<file path="src/rtl/vga_frame_signature.sv">
// Per-frame CRC-32 signature and geometry checker for a VGA R/G/B stream.
// Optional `define VGA_SIG_COMPARE_EN adds SIG_CHANGED against the previous frame's signature.
module vga_frame_signature #(
  parameter int unsigned H_ACTIVE = 640,
  parameter int unsigned V_ACTIVE = 480,
  parameter int unsigned COLOR_W  = 8,
  parameter int unsigned CNT_W    = 11
) (
  input  logic               CLOCK_25,
  input  logic               RESET_N,
  input  logic               PIX_EN,
  input  logic               VGA_VS,
  input  logic               VGA_BLANK_N,
  input  logic [COLOR_W-1:0] VGA_R,
  input  logic [COLOR_W-1:0] VGA_G,
  input  logic [COLOR_W-1:0] VGA_B,
  input  logic               ARM,
  input  logic               CONT,
  output logic [31:0]        SIGNATURE,
  output logic               SIG_VALID,
  output logic [CNT_W-1:0]   LINE_COUNT,
  output logic               ERR_HLEN,
  output logic               ERR_VLEN,
`ifdef VGA_SIG_COMPARE_EN
  output logic               SIG_CHANGED,
`endif
  output logic               BUSY
);

  localparam int unsigned    PixW = 3 * COLOR_W;
  localparam logic [31:0]    Poly = 32'h04C1_1DB7;
  localparam logic [CNT_W-1:0] HAct = CNT_W'(H_ACTIVE);
  localparam logic [CNT_W-1:0] VAct = CNT_W'(V_ACTIVE);

  typedef enum logic [1:0] {StIdle, StWaitVs, StCapture, StDone} state_e;

  state_e             state_q, state_d;
  logic               vs_q, vs_d;
  logic               blank_q, blank_d;
  logic [31:0]        crc_q, crc_d;
  logic [CNT_W-1:0]   pix_cnt_q, pix_cnt_d;
  logic [CNT_W-1:0]   line_cnt_q, line_cnt_d;
  logic [31:0]        signature_q, signature_d;
  logic               sig_valid_q, sig_valid_d;
  logic [CNT_W-1:0]   line_count_q, line_count_d;
  logic               err_hlen_q, err_hlen_d;
  logic               err_vlen_q, err_vlen_d;
`ifdef VGA_SIG_COMPARE_EN
  logic [31:0]        prev_sig_q, prev_sig_d;
  logic               sig_changed_q, sig_changed_d;
`endif

  logic               fb;
  logic               eol;
  logic [PixW-1:0]    pixel;
  logic [CNT_W-1:0]   pix_inc;
  logic [CNT_W-1:0]   line_inc;
  logic [CNT_W-1:0]   line_fin;

  // Whole pixel folded MSB first in one cycle.
  function automatic logic [31:0] crc_step(input logic [31:0] crc, input logic [PixW-1:0] d);
    logic [31:0] c;
    c = crc;
    for (int i = PixW - 1; i >= 0; i--) begin
      c = {c[30:0], 1'b0} ^ ((c[31] ^ d[i]) ? Poly : 32'h0);
    end
    return c;
  endfunction

  always_comb begin
    pixel    = {VGA_B, VGA_G, VGA_R};
    fb       = PIX_EN & ~VGA_VS & vs_q;
    eol      = PIX_EN & ~VGA_BLANK_N & blank_q;
    pix_inc  = (pix_cnt_q == '1) ? pix_cnt_q : pix_cnt_q + 1'b1;
    line_inc = (line_cnt_q == '1) ? line_cnt_q : line_cnt_q + 1'b1;
    // A line that ends on the boundary sample itself still counts.
    line_fin = eol ? line_inc : line_cnt_q;

    state_d      = state_q;
    vs_d         = vs_q;
    blank_d      = blank_q;
    crc_d        = crc_q;
    pix_cnt_d    = pix_cnt_q;
    line_cnt_d   = line_cnt_q;
    signature_d  = signature_q;
    sig_valid_d  = 1'b0;
    line_count_d = line_count_q;
    err_hlen_d   = err_hlen_q;
    err_vlen_d   = err_vlen_q;
`ifdef VGA_SIG_COMPARE_EN
    prev_sig_d    = prev_sig_q;
    sig_changed_d = sig_changed_q;
`endif

    if (PIX_EN) begin
      vs_d    = VGA_VS;
      blank_d = VGA_BLANK_N;
    end

    unique case (state_q)
      StIdle: begin
        if (ARM) begin
          state_d    = StWaitVs;
          err_hlen_d = 1'b0;
          err_vlen_d = 1'b0;
        end
      end
      StWaitVs: begin
        if (fb) begin
          crc_d      = '1;
          pix_cnt_d  = '0;
          line_cnt_d = '0;
          state_d    = StCapture;
        end
      end
      StCapture: begin
        if (fb) begin
          if (eol && (pix_cnt_q != HAct)) err_hlen_d = 1'b1;
          if (line_fin != VAct) err_vlen_d = 1'b1;
          signature_d  = crc_q;
          line_count_d = line_fin;
          sig_valid_d  = 1'b1;
`ifdef VGA_SIG_COMPARE_EN
          sig_changed_d = (crc_q != prev_sig_q);
          prev_sig_d    = crc_q;
`endif
          crc_d      = '1;
          pix_cnt_d  = '0;
          line_cnt_d = '0;
          state_d    = CONT ? StCapture : StDone;
        end else if (PIX_EN && VGA_BLANK_N) begin
          crc_d     = crc_step(crc_q, pixel);
          pix_cnt_d = pix_inc;
        end else if (eol) begin
          if (pix_cnt_q != HAct) err_hlen_d = 1'b1;
          line_cnt_d = line_inc;
          pix_cnt_d  = '0;
        end
      end
      StDone:  state_d = StIdle;
      default: state_d = StIdle;
    endcase
  end

  always_ff @(posedge CLOCK_25 or negedge RESET_N) begin
    if (!RESET_N) begin
      state_q      <= StIdle;
      vs_q         <= 1'b1;
      blank_q      <= 1'b0;
      crc_q        <= '1;
      pix_cnt_q    <= '0;
      line_cnt_q   <= '0;
      signature_q  <= '0;
      sig_valid_q  <= 1'b0;
      line_count_q <= '0;
      err_hlen_q   <= 1'b0;
      err_vlen_q   <= 1'b0;
`ifdef VGA_SIG_COMPARE_EN
      prev_sig_q    <= '0;
      sig_changed_q <= 1'b0;
`endif
    end else begin
      state_q      <= state_d;
      vs_q         <= vs_d;
      blank_q      <= blank_d;
      crc_q        <= crc_d;
      pix_cnt_q    <= pix_cnt_d;
      line_cnt_q   <= line_cnt_d;
      signature_q  <= signature_d;
      sig_valid_q  <= sig_valid_d;
      line_count_q <= line_count_d;
      err_hlen_q   <= err_hlen_d;
      err_vlen_q   <= err_vlen_d;
`ifdef VGA_SIG_COMPARE_EN
      prev_sig_q    <= prev_sig_d;
      sig_changed_q <= sig_changed_d;
`endif
    end
  end

  assign SIGNATURE  = signature_q;
  assign SIG_VALID  = sig_valid_q;
  assign LINE_COUNT = line_count_q;
  assign ERR_HLEN   = err_hlen_q;
  assign ERR_VLEN   = err_vlen_q;
  assign BUSY       = (state_q == StWaitVs) || (state_q == StCapture);
`ifdef VGA_SIG_COMPARE_EN
  assign SIG_CHANGED = sig_changed_q;
`endif

endmodule

</file>
<file path="config.mk">
export PLATFORM = sky130hd
export DESIGN_NAME = vga_frame_signature
export DESIGN_NICKNAME = d
export VERILOG_FILES = /design/src/rtl/vga_frame_signature.sv
export SDC_FILE = /design/constraint.sdc
export NUM_CORES = 1
export LEC_CHECK = 0
export CAP_MARGIN = 20
export CORE_MARGIN = 5
export CORE_UTILIZATION = 45
export CTS_CLUSTER_DIAMETER = 60
export DETAILED_ROUTE_END_ITERATION = 16
export GPL_TIMING_DRIVEN = 0
export PLACE_DENSITY = 0.69
export SLEW_MARGIN = 5
export SYNTH_ARGS = -nofsm -noshare
export SYNTH_HDL_FRONTEND = slang
export SYNTH_SLANG_ARGS = --single-unit
</file>
<file path="constraint.sdc">
create_clock -name CLOCK_25 -period 5 [get_ports CLOCK_25]
set_input_delay 0.75 -clock CLOCK_25 [delete_from_list [all_inputs] [get_ports CLOCK_25]]
set_output_delay 0.75 -clock CLOCK_25 [all_outputs]
set_load 0.005 [all_outputs]
</file>
==> results.yml, run 1 <==
flow_run:
  maxCapViolCount: 0
timing:
  period_minus_slack_ns: 4.22
  fin_crit_sh_pct: 84.3
  slew_headroom_pct: 41.4
  setup-violations-final: 0
  fin_hold_ws_ns: 0.389
  max_freq_ghz: 0.237
  skew_ns: 0.00914
  slew_viol_final: 0
  rsz0062_at_grt: "no"
  tightestPinTransition_ns: 0.877
  final.setup.worst_slack_ns: 0.783
  hold_viol: 0
routing:
  drt_iter0_markers: 248
  drcViolationCount: 0
  antenna_left: 0
  avgRoutedWirePerCell_um: 17.6
  num_vias: 5072
  routed_wl_um: 17100
  drt_first_pass_iters: 5
  viasPerCell: 5.20
logic_synthesis:
  synthCells: 694
  synthesis.area_um2: 6920
  seq_area_frac_synth_pct: 38.2
  synth_enable_flop_cells: 0
  async_reset_ff_share_pct: 100
  synthFlopType: "dfrtp_1"
  ys_seq_elements: 104
  syn_area_per_cell_um2: 9.98
  ys_types: 50
  syn_nets: 731
  yosysWarnings: 0
placed_design:
  place.gp.congestion: 0.949
  portBuffers: 76
  hpwl_um: 13000
  place_ws_ns: 0.407
final_layout:
  layout_commonest_cell: "xnor2_1"
  final_nets: 819
  regArea_um2: 2640
  diodes: 0
  fillers: 1372
  synthToLayoutAreaGrowth_pct: 18.7
  final_cell_mix: "xnor2_1, nand2_1, clkdlybuf4s50_1"
  multi_input_area_um2: 4130
  drive_gt1_share_pct: 10.4
clock_tree:
  cts_root_buffer: "clkbuf_16"
  hold_buffers: 0
  tritoncts: "built"
  clock_latency_ns: 0.36
  cts_buffer_depth: 2
  clkSinkCount: 104
  cts_resized: 0
  postCtsSetupBuffers: 0
  path_clk_slew_ns: 0.07
  htree_levels: 3
  numCtsBuffers: 9
run_status:
  status: "finished, final reports clean"
setup_path:
  cp_slowest_stage_delay_ns: 0.58
  crit_path_end_kind: "flip-flop"
  worstSetupStartpointType: "primary input"
  slowest_stage: "xnor3_2"
  criticalPathCategory: "primary input to flip-flop"
  crit_arrival_ns: 4.50
  path_cells: "clkdlybuf4s50_1 > xnor2_4 > xnor2_4 > xor2_1 > xnor3_2 > xor2_4 > xnor3_2 > xor2_1 > a41oi_2"
  worstPathRequired_ns: 5.28
  path_max_fanout: 10
floorplan:
  dieArea_um2: 18000
  ios: 78
  die_h_um: 134
  start_util_pct: 45.7
  std_cell_rows: 45
  core_area_um2: 15100
  die_w_um: 134
global_routing:
  grt_util_all_layers_pct: 19.7
  grt_overflow: 0
  grt_max_degree: 61
  grt_pass1_wl_um: 27900
  grt_pass1_vias: 5190
  grt_antenna_before_repair: 0
min_path:
  hold_class: "primary input to asynchronous set/reset pin"
worst max-delay path, delay by kind of cell:
kind | cells | cell delay, ns
XOR/XNOR | 7 | 3.01
AO/OA/AOI/OAI | 1 | 0.24
buffers and inverters | 1 | 0.49
path summary, 6_finish.rpt:
kind | from | end | slack, ns | cells after the start
setup / recovery | VGA_B[6] | crc_q[5] | 0.78 | 9
hold / removal | RESET_N | SIGNATURE[13] | 0.39 | 1
setup reg to reg | crc_q[25] | crc_q[9] | 1.24 | 8
hold reg to reg | SIGNATURE[27] | SIGNATURE[27] | 0.47 | 2
max in group asynchronous | RESET_N | crc_q[31] | 3.84 | 2
min in group CLOCK_25 | SIGNATURE[27] | SIGNATURE[27] | 0.47 | 2
cells by family (layout without fill, tap and decap cells):
logic type                 Yosys count  in the layout  synth area share, %
buffers and inverters               40            133                 2.19
and+or+nand+nor                    231            231                 14.1
muxes                                6              6                0.904
adders and majority gates            6              6                 1.08
xor gates and xnor gates           216            216                 35.8
DFF                                104            104                 38.2
AOI/OAI and AO/OA                   91             91                 7.70
cell type report:
type | instances | share of cell area (%)
Inverter | 13 | 0.594
Timing Repair Buffer | 77 | 9.56
Clock inverter | 5 | 0.396
Tap cell | 188 | 2.86
Sequential cell | 104 | 32.2
Clock buffer | 11 | 2.95
Multi-Input combinational cell | 550 | 50.2
Buffer | 27 | 1.25
metrics by stage:
| stage | cell area (um2) | setup TNS, ns | utilization [%] | instances |
|---|---|---|---|---|
| global placement | 7920 | -48.91 | 52.3 | 958 |
| global route | 8220 | 0 | 54.3 | 975 |
| floorplan | 6920 | 0 | - | 694 |
| detailed placement | 7950 | 0 | 52.5 | 959 |
| CTS | 8220 | 0 | 54.3 | 975 |
| finish | 8220 | 0 | 54.3 | 975 |
per-layer routing:
metal | track usage, % | part of all wire (%)
met3 | 3.86 | 5.5
met1 | 25.4 | 43
met2 | 34.0 | 50
met5 | 0 | 0
met4 | 5.49 | 0.95
synthesized netlist by cell type, types with 6 or more instances:
master / n / area share [%]
xnor2_1: 128 / 16
nand2_1: 124 / 6.7
dfrtp_1: 71 / 26
nor2_1: 60 / 3.3
xor2_1: 46 / 5.8
a21oi_1: 43 / 3.1
dfstp_2: 33 / 13
clkbuf_1: 25 / 1.4
o21ai_0: 25 / 1.8
inv_1: 13 / 0.70
nand3_1: 13 / 0.94
nand4_1: 9 / 0.81
xnor3_1: 9 / 2.9
xnor3_2: 9 / 3.1
xnor2_2: 8 / 1.9
ha_1: 6 / 1.1
flip-flops by register name (all words and copies together) (netlist names):
name,count
ERR_HLEN,1
ERR_VLEN,1
LINE_COUNT,11
SIGNATURE,32
SIG_VALID,1
blank_q,1
crc_q,32
line_cnt_q,11
pix_cnt_q,11
state_q,2
vs_q,1
Power of run 1 is left out: the tool's default activity adds up to more than one toggle a clock period on the data nets, which glitch-free logic cannot reach.
==> run 2, diff against run 1 <==
==> constraint.sdc (replaced) <==
create_clock -name CLOCK_25 -period 4.3 [get_ports CLOCK_25]
set_input_delay 0.645 -clock CLOCK_25 [delete_from_list [all_inputs] [get_ports CLOCK_25]]
set_output_delay 0.645 -clock CLOCK_25 [all_outputs]
set_load 0.005 [all_outputs]
==> results of run 2 <==
Same layout as run 1 (identical final DEF). Status: finished, final reports clean.
Main changes from that run: setup slack after placement 0.407 ns -> -0.188 ns; setup slack after layout 0.783 ns -> 0.188 ns; hold slack 0.389 ns -> 0.284 ns; register-to-register setup slack 1.24 ns -> 0.54 ns
Power of run 2 is left out for the same reason.
==> RTL edit 1, RTL diff (flow settings as in run 2) <==
Register the output `BUSY`, without a reset; this adds one clock of latency there. The other outputs are not delayed to match.
--- a/src/rtl/vga_frame_signature.sv
+++ b/src/rtl/vga_frame_signature.sv
@@ -184,5 +184,7 @@
   assign ERR_HLEN   = err_hlen_q;
   assign ERR_VLEN   = err_vlen_q;
-  assign BUSY       = (state_q == StWaitVs) || (state_q == StCapture);
+  always_ff @(posedge CLOCK_25) begin
+    BUSY <= (state_q == StWaitVs) || (state_q == StCapture);
+  end
 `ifdef VGA_SIG_COMPARE_EN
   assign SIG_CHANGED = sig_changed_q;
Check against the original RTL: not equivalent (a bounded check fails within 4 cycles, from zero or initial values and one cycle with RESET_N low).
==> RTL edit 1 against run 2 <==
  * Area after synthesis shrank 0.60%
  * Synthesized cell count down 7.8%
  * Final cell count fell by 5.4%
  * Clock skew grew 0.0033 ns
  * Worst setup slack gained 0.15 ns
  * First-iteration DRC count shrank 8.1%
  * Non-clock buffer count is 1 lower
  * Routed wire length down 6.9%
  * Sequential cell count increased by 1
  * Worst hold slack improved by 0.0016 ns
  * Critical path type unchanged
  * Cell area grew 0.59%
Power is left out: the tool's default activity adds up to more than one toggle a clock period on the data nets, which glitch-free logic cannot reach.
==> RTL edit 1: results (changes against run 2) <==
| Metric | Value |
|---|---|
| Synth Flop Type | `dfrtp_1` |
| Mean Syn Cell Area | `10.8 um2 (+7.8%)` |
| Hold Crit Class | `primary input to asynchronous set/reset pin` |
| Global Route Usage Sum | `18.7% (-0.99 points)` |
| Worst Path Arrival | `4.25 ns (-0.14 ns)` |
| First-pass GRT wire length | `26,600 um (-4.7%)` |
| ANT cells | `0 (unchanged)` |
| Vias in the first global route | `4,978 (-4.1%)` |
| Initial antenna violation count | `0 (unchanged)` |
| PortBufs | `77 (+1.3%)` |
| Share of layout cells above drive strength 1 | `14.0% (+3.6 points)` |
| Gpl congestion | `0.898 (-5.3%)` |
| R2R depth | `8 (unchanged)` |
| CTS resizes | `0 (unchanged)` |
| CP Max Fanout | `7 (-3)` |
| Hold_ws | `0.285 ns (+0.00155 ns)` |
| Synth top cells by count | `xnor2_1, dfrtp_1, nor2_1` |
| Ys Warns | `0 (unchanged)` |
| Detailed Routing Iterations Pass 1 | `4 (-1)` |
| Dpl ws | `0.000323 ns (+0.188 ns)` |
| DP Area | `7910 um2 (-0.39%)` |
| Largest net degree at the start of global routing | `59 (-3.3%)` |
| Vias | `4,778 (-5.8%)` |
| Root Driver | `clkbuf_16` |
| Final #Nets | `766 (-6.5%)` |
| Top cell type's share of synthesized area | `25.8% (+0.15 points)` |
| Area contributors post-synth | `dfrtp_1, xnor2_1, dfstp_2` |
| Post-placement cell count | `906 (-5.5%)` |
| Post-Syn Nets | `677 (-7.4%)` |
| Synth unique cells | `50 (unchanged)` |
| R2r endpoint | `crc_q[11]` |
| Post-Layout Cell Count | `922 (-5.4%)` |
| Async S/R FF share, synth | `99.0% (-0.95 points)` |
| Clk slew on worst S/H paths | `0.07 ns (about the same)` |
| Grt ovf | `0 (unchanged)` |
| R2r setup slk | `0.76 ns (+0.22 ns)` |
| CTS Buf Count | `9 (unchanged)` |
| Slew headroom | `38.8% (-2.6 points)` |
| Later-pin clock latency in the skew report | `0.36 ns (about the same)` |
| Drt total wl | `15,900 um (-6.9%)` |
| Max Root-Sink Buffers | `2 (unchanged)` |
| Worst Skew | `0.0124 ns (+0.00327 ns)` |
| Setup repair bufs after CTS | `0 (unchanged)` |
| Post-synthesis sequential area ratio | `38.7% (+0.52 points)` |
| Status | `finished, final reports clean` |
| DRT iter0 DRCs | `228 (-8.1%)` |
| Reg2reg start | `crc_q[30]` |
| HPWL Detailed | `12,400 um (-4.5%)` |
| H-Tree Depth | `3 (unchanged)` |
==> RTL edit 1: cells by family (layout without fill, tap and decap cells) <==
| logic type | count (synthesis) | in the layout | synth area share, % |
|---|---|---|---|
| compound gates | 96 | 96 | 8.00 |
| xor+xnor | 231 | 231 | 35.3 |
| fa+ha+maj | 6 | 6 | 1.09 |
| buf+inv | 34 | 128 | 1.91 |
| flops | 105 | 105 | 38.7 |
| mux | 37 | 37 | 5.98 |
| simple gates | 131 | 131 | 9.02 |
==> RTL edit 1: area by class of cell <==
type                    count  area [um2]
inverters                   9        33.8
fillers                  1339        6820
well taps                 188         235
clock inverters             6         126
plain buffers              25        97.6
repair buffers             78         796
clock buffers              10         229
flip-flops and latches    105        2660
multi-input cells         501        4090
==> RTL edit 1: layer usage <==
metal / wire length (um) / GRT usage (%)
met5: 0 / 0
met2: 7200 / 29.4
met3: 698 / 2.57
met4: 221 / 5.26
met1: 7820 / 27.2
==> RTL edit 1: worst max-delay path by stage <==
stage,startpoint,endpoint,slack [ns],depth (start not counted)
floorplan,VGA_B[5],crc_q[11],1.05,8
global placement,RESET_N,SIGNATURE[15],-1.23,1
detailed placement,VGA_B[6],crc_q[11],0.0003,9
CTS,VGA_B[6],crc_q[11],0.33,9
global route,VGA_B[6],crc_q[11],0.19,9
finish,VGA_B[6],crc_q[11],0.34,9
==> RTL edit 1: critical path, stage by stage <==
cell and delay [ns]:
clkdlybuf4s50_1 0.46, xnor2_2 0.59, xnor2_1 0.37, xnor2_1 0.43, xnor3_1 0.60, xnor2_4 0.38, xnor2_2 0.18, xnor3_1 0.43
a21oi_1 0.15
==> RTL edit 2, RTL diff (config.mk and constraints of run 2) <==
Without the edit above. `CNT_W`: 11 -> 22.
--- a/src/rtl/vga_frame_signature.sv
+++ b/src/rtl/vga_frame_signature.sv
@@ -5,5 +5,5 @@
   parameter int unsigned V_ACTIVE = 480,
   parameter int unsigned COLOR_W  = 8,
-  parameter int unsigned CNT_W    = 11
+  parameter int unsigned CNT_W    = 22
 ) (
   input  logic               CLOCK_25,
Interface: changed (resized LINE_COUNT); port bits go from 78 to 89. No check against the original RTL was run, so the function may have changed too.
==> RTL edit 2 against run 2 <==
  * Sequential cell count up 33
  * First-iteration DRC count rose by 84%
  * Utilization is 0.76 points higher
  * Global-route usage is 1.4 points higher
  * Routed wire length increased by 33%
  * Cell area grew 30%
  * Critical path type unchanged
  * Sequential share of layout area grew 0.34 points
  * Clock skew up 0.0020 ns
  * Fmax up 1.7%
  * Worst setup slack improved by 0.067 ns
  * Area after synthesis grew 28%
Power is not shown: default switching activity piles up to over one toggle a cycle in this logic, so the estimate is an artifact.
==> RTL edit 2: results (changes against run 2) <==
| Metric | Value |
|---|---|
| Largest net degree at the start of global routing | `71 (+16%)` |
| Gpl congestion | `0.933 (-1.6%)` |
| Area contributors post-synth | `dfrtp_1, xnor2_1, dfstp_2` |
| DP Area | `10,100 um2 (+27%)` |
| Synth top cells by count | `nand2_1, xnor2_1, dfrtp_1` |
| HPWL Detailed | `16,700 um (+29%)` |
| Hold Crit Class | `primary input to asynchronous set/reset pin` |
| Final #Nets | `1,049 (+28%)` |
| R2R depth | `8 (unchanged)` |
| First-pass GRT wire length | `37,000 um (+33%)` |
| CTS Buf Count | `17 (+8)` |
| Synth Flop Type | `dfrtp_1` |
| Clk slew on worst S/H paths | `about 0.06 ns` |
| Worst Skew | `0.0111 ns (+0.00199 ns)` |
| H-Tree Depth | `4 (+1)` |
| Max Root-Sink Buffers | `2 (unchanged)` |
| Synth unique cells | `61 (+22%)` |
| Later-pin clock latency in the skew report | `0.43 ns (+0.07 ns)` |
| Root Driver | `clkbuf_16` |
| Dpl ws | `-0.313 ns (-0.125 ns)` |
| Status | `finished, final reports clean` |
| Ys Warns | `0 (unchanged)` |
| DRT iter0 DRCs | `456 (+84%)` |
| Fillers | `1,777 (+30%)` |
| Initial antenna violation count | `0 (unchanged)` |
| Async S/R FF share, synth | `100% (unchanged)` |
| Mean Syn Cell Area | `9.81 um2 (-1.7%)` |
| Slowest CP cell | `xnor3_4` |
| Setup repair bufs after CTS | `0 (unchanged)` |
| Worst Path Arrival | `4.40 ns (about the same)` |
| Most frequent cell after synthesis | `nand2_1` |
| Global Route Usage Sum | `21.1% (+1.4 points)` |
| Crit path largest cell delay | `0.53 ns (-0.05 ns)` |
| Slew headroom | `49.6% (+8.2 points)` |
| Remaining antenna violation count after routing | `0 (unchanged)` |
| CP Max Fanout | `7 (-3)` |
| PortBufs | `88 (+16%)` |
| Post-synthesis sequential area ratio | `39.2% (+1.0 points)` |
| Vias in the first global route | `6,790 (+31%)` |
| Vias/cell | `5.27 (+1.3%)` |
| Critical path's top delay family | `XOR/XNOR gates` |
| Share of layout cells above drive strength 1 | `10.2% (-0.18 points)` |
| Post-Syn Nets | `939 (+28%)` |
| Wire length per cell | `17.6 um (+0.20%)` |
| ANT cells | `0 (unchanged)` |
| Drt total wl | `22,700 um (+33%)` |
| Detailed Routing Iterations Pass 1 | `5 (unchanged)` |
| Fin area | `10,700 um2 (+30%)` |
RTL edit 2: cell type report:
class	count	area share [%]
plain buffers	42	1.48
clock buffers	19	4.24
clock inverters	13	1.10
inverters	12	0.422
multi-input cells	711	48.5
flip-flops and latches	137	32.5
well taps	265	3.11
repair buffers	91	8.63
RTL edit 2: path summary, 6_finish.rpt:
path,slack (ns),end,start
max in group asynchronous,3.27,crc_q[21],RESET_N
min in group CLOCK_25,0.47,SIGNATURE[14],SIGNATURE[14]
min reg2reg,0.47,SIGNATURE[14],SIGNATURE[14]
max,0.26,crc_q[14],VGA_B[3]
max reg2reg,0.52,crc_q[13],crc_q[31]
min,0.23,SIGNATURE[9],RESET_N
RTL edit 2: what timing repair did:
item,CTS,global route
hold buffers,0,0
resized for setup,0,1
hold endpoints to repair,0,0
setup endpoints to repair,0,1
RTL edit 2: cell families (layout without fill, tap and decap cells):
group | after synthesis | after routing | share of synthesized area, %
buf+inv | 54 | 177 | 2.29
simple gates | 326 | 326 | 16.5
compound gates | 149 | 149 | 10.1
fa+ha+maj | 6 | 6 | 0.849
flops | 137 | 137 | 39.2
mux | 10 | 10 | 1.20
xor+xnor | 220 | 220 | 29.8
RTL edit 2: routing by layer:
| metal | vias to the layer above | share of wire (%) | GRT usage, % |
|---|---|---|---|
| li1 | 3291 | - | - |
| met1 | 3307 | 46 | 28.9 |
| met2 | 169 | 48 | 33.9 |
| met3 | 30 | 4.6 | 4.18 |
| met4 | 0 | 2.0 | 6.82 |
| met5 | - | 0 | 0 |
RTL edit 2: worst reg2reg max path: cells and delay by family, from the launching register on:
| family | cells | cell delay [ns] |
|---|---|---|
| xor+xnor | 7 | 2.96 |
| flops | 1 | 0.59 |
| compound gates | 1 | 0.16 |
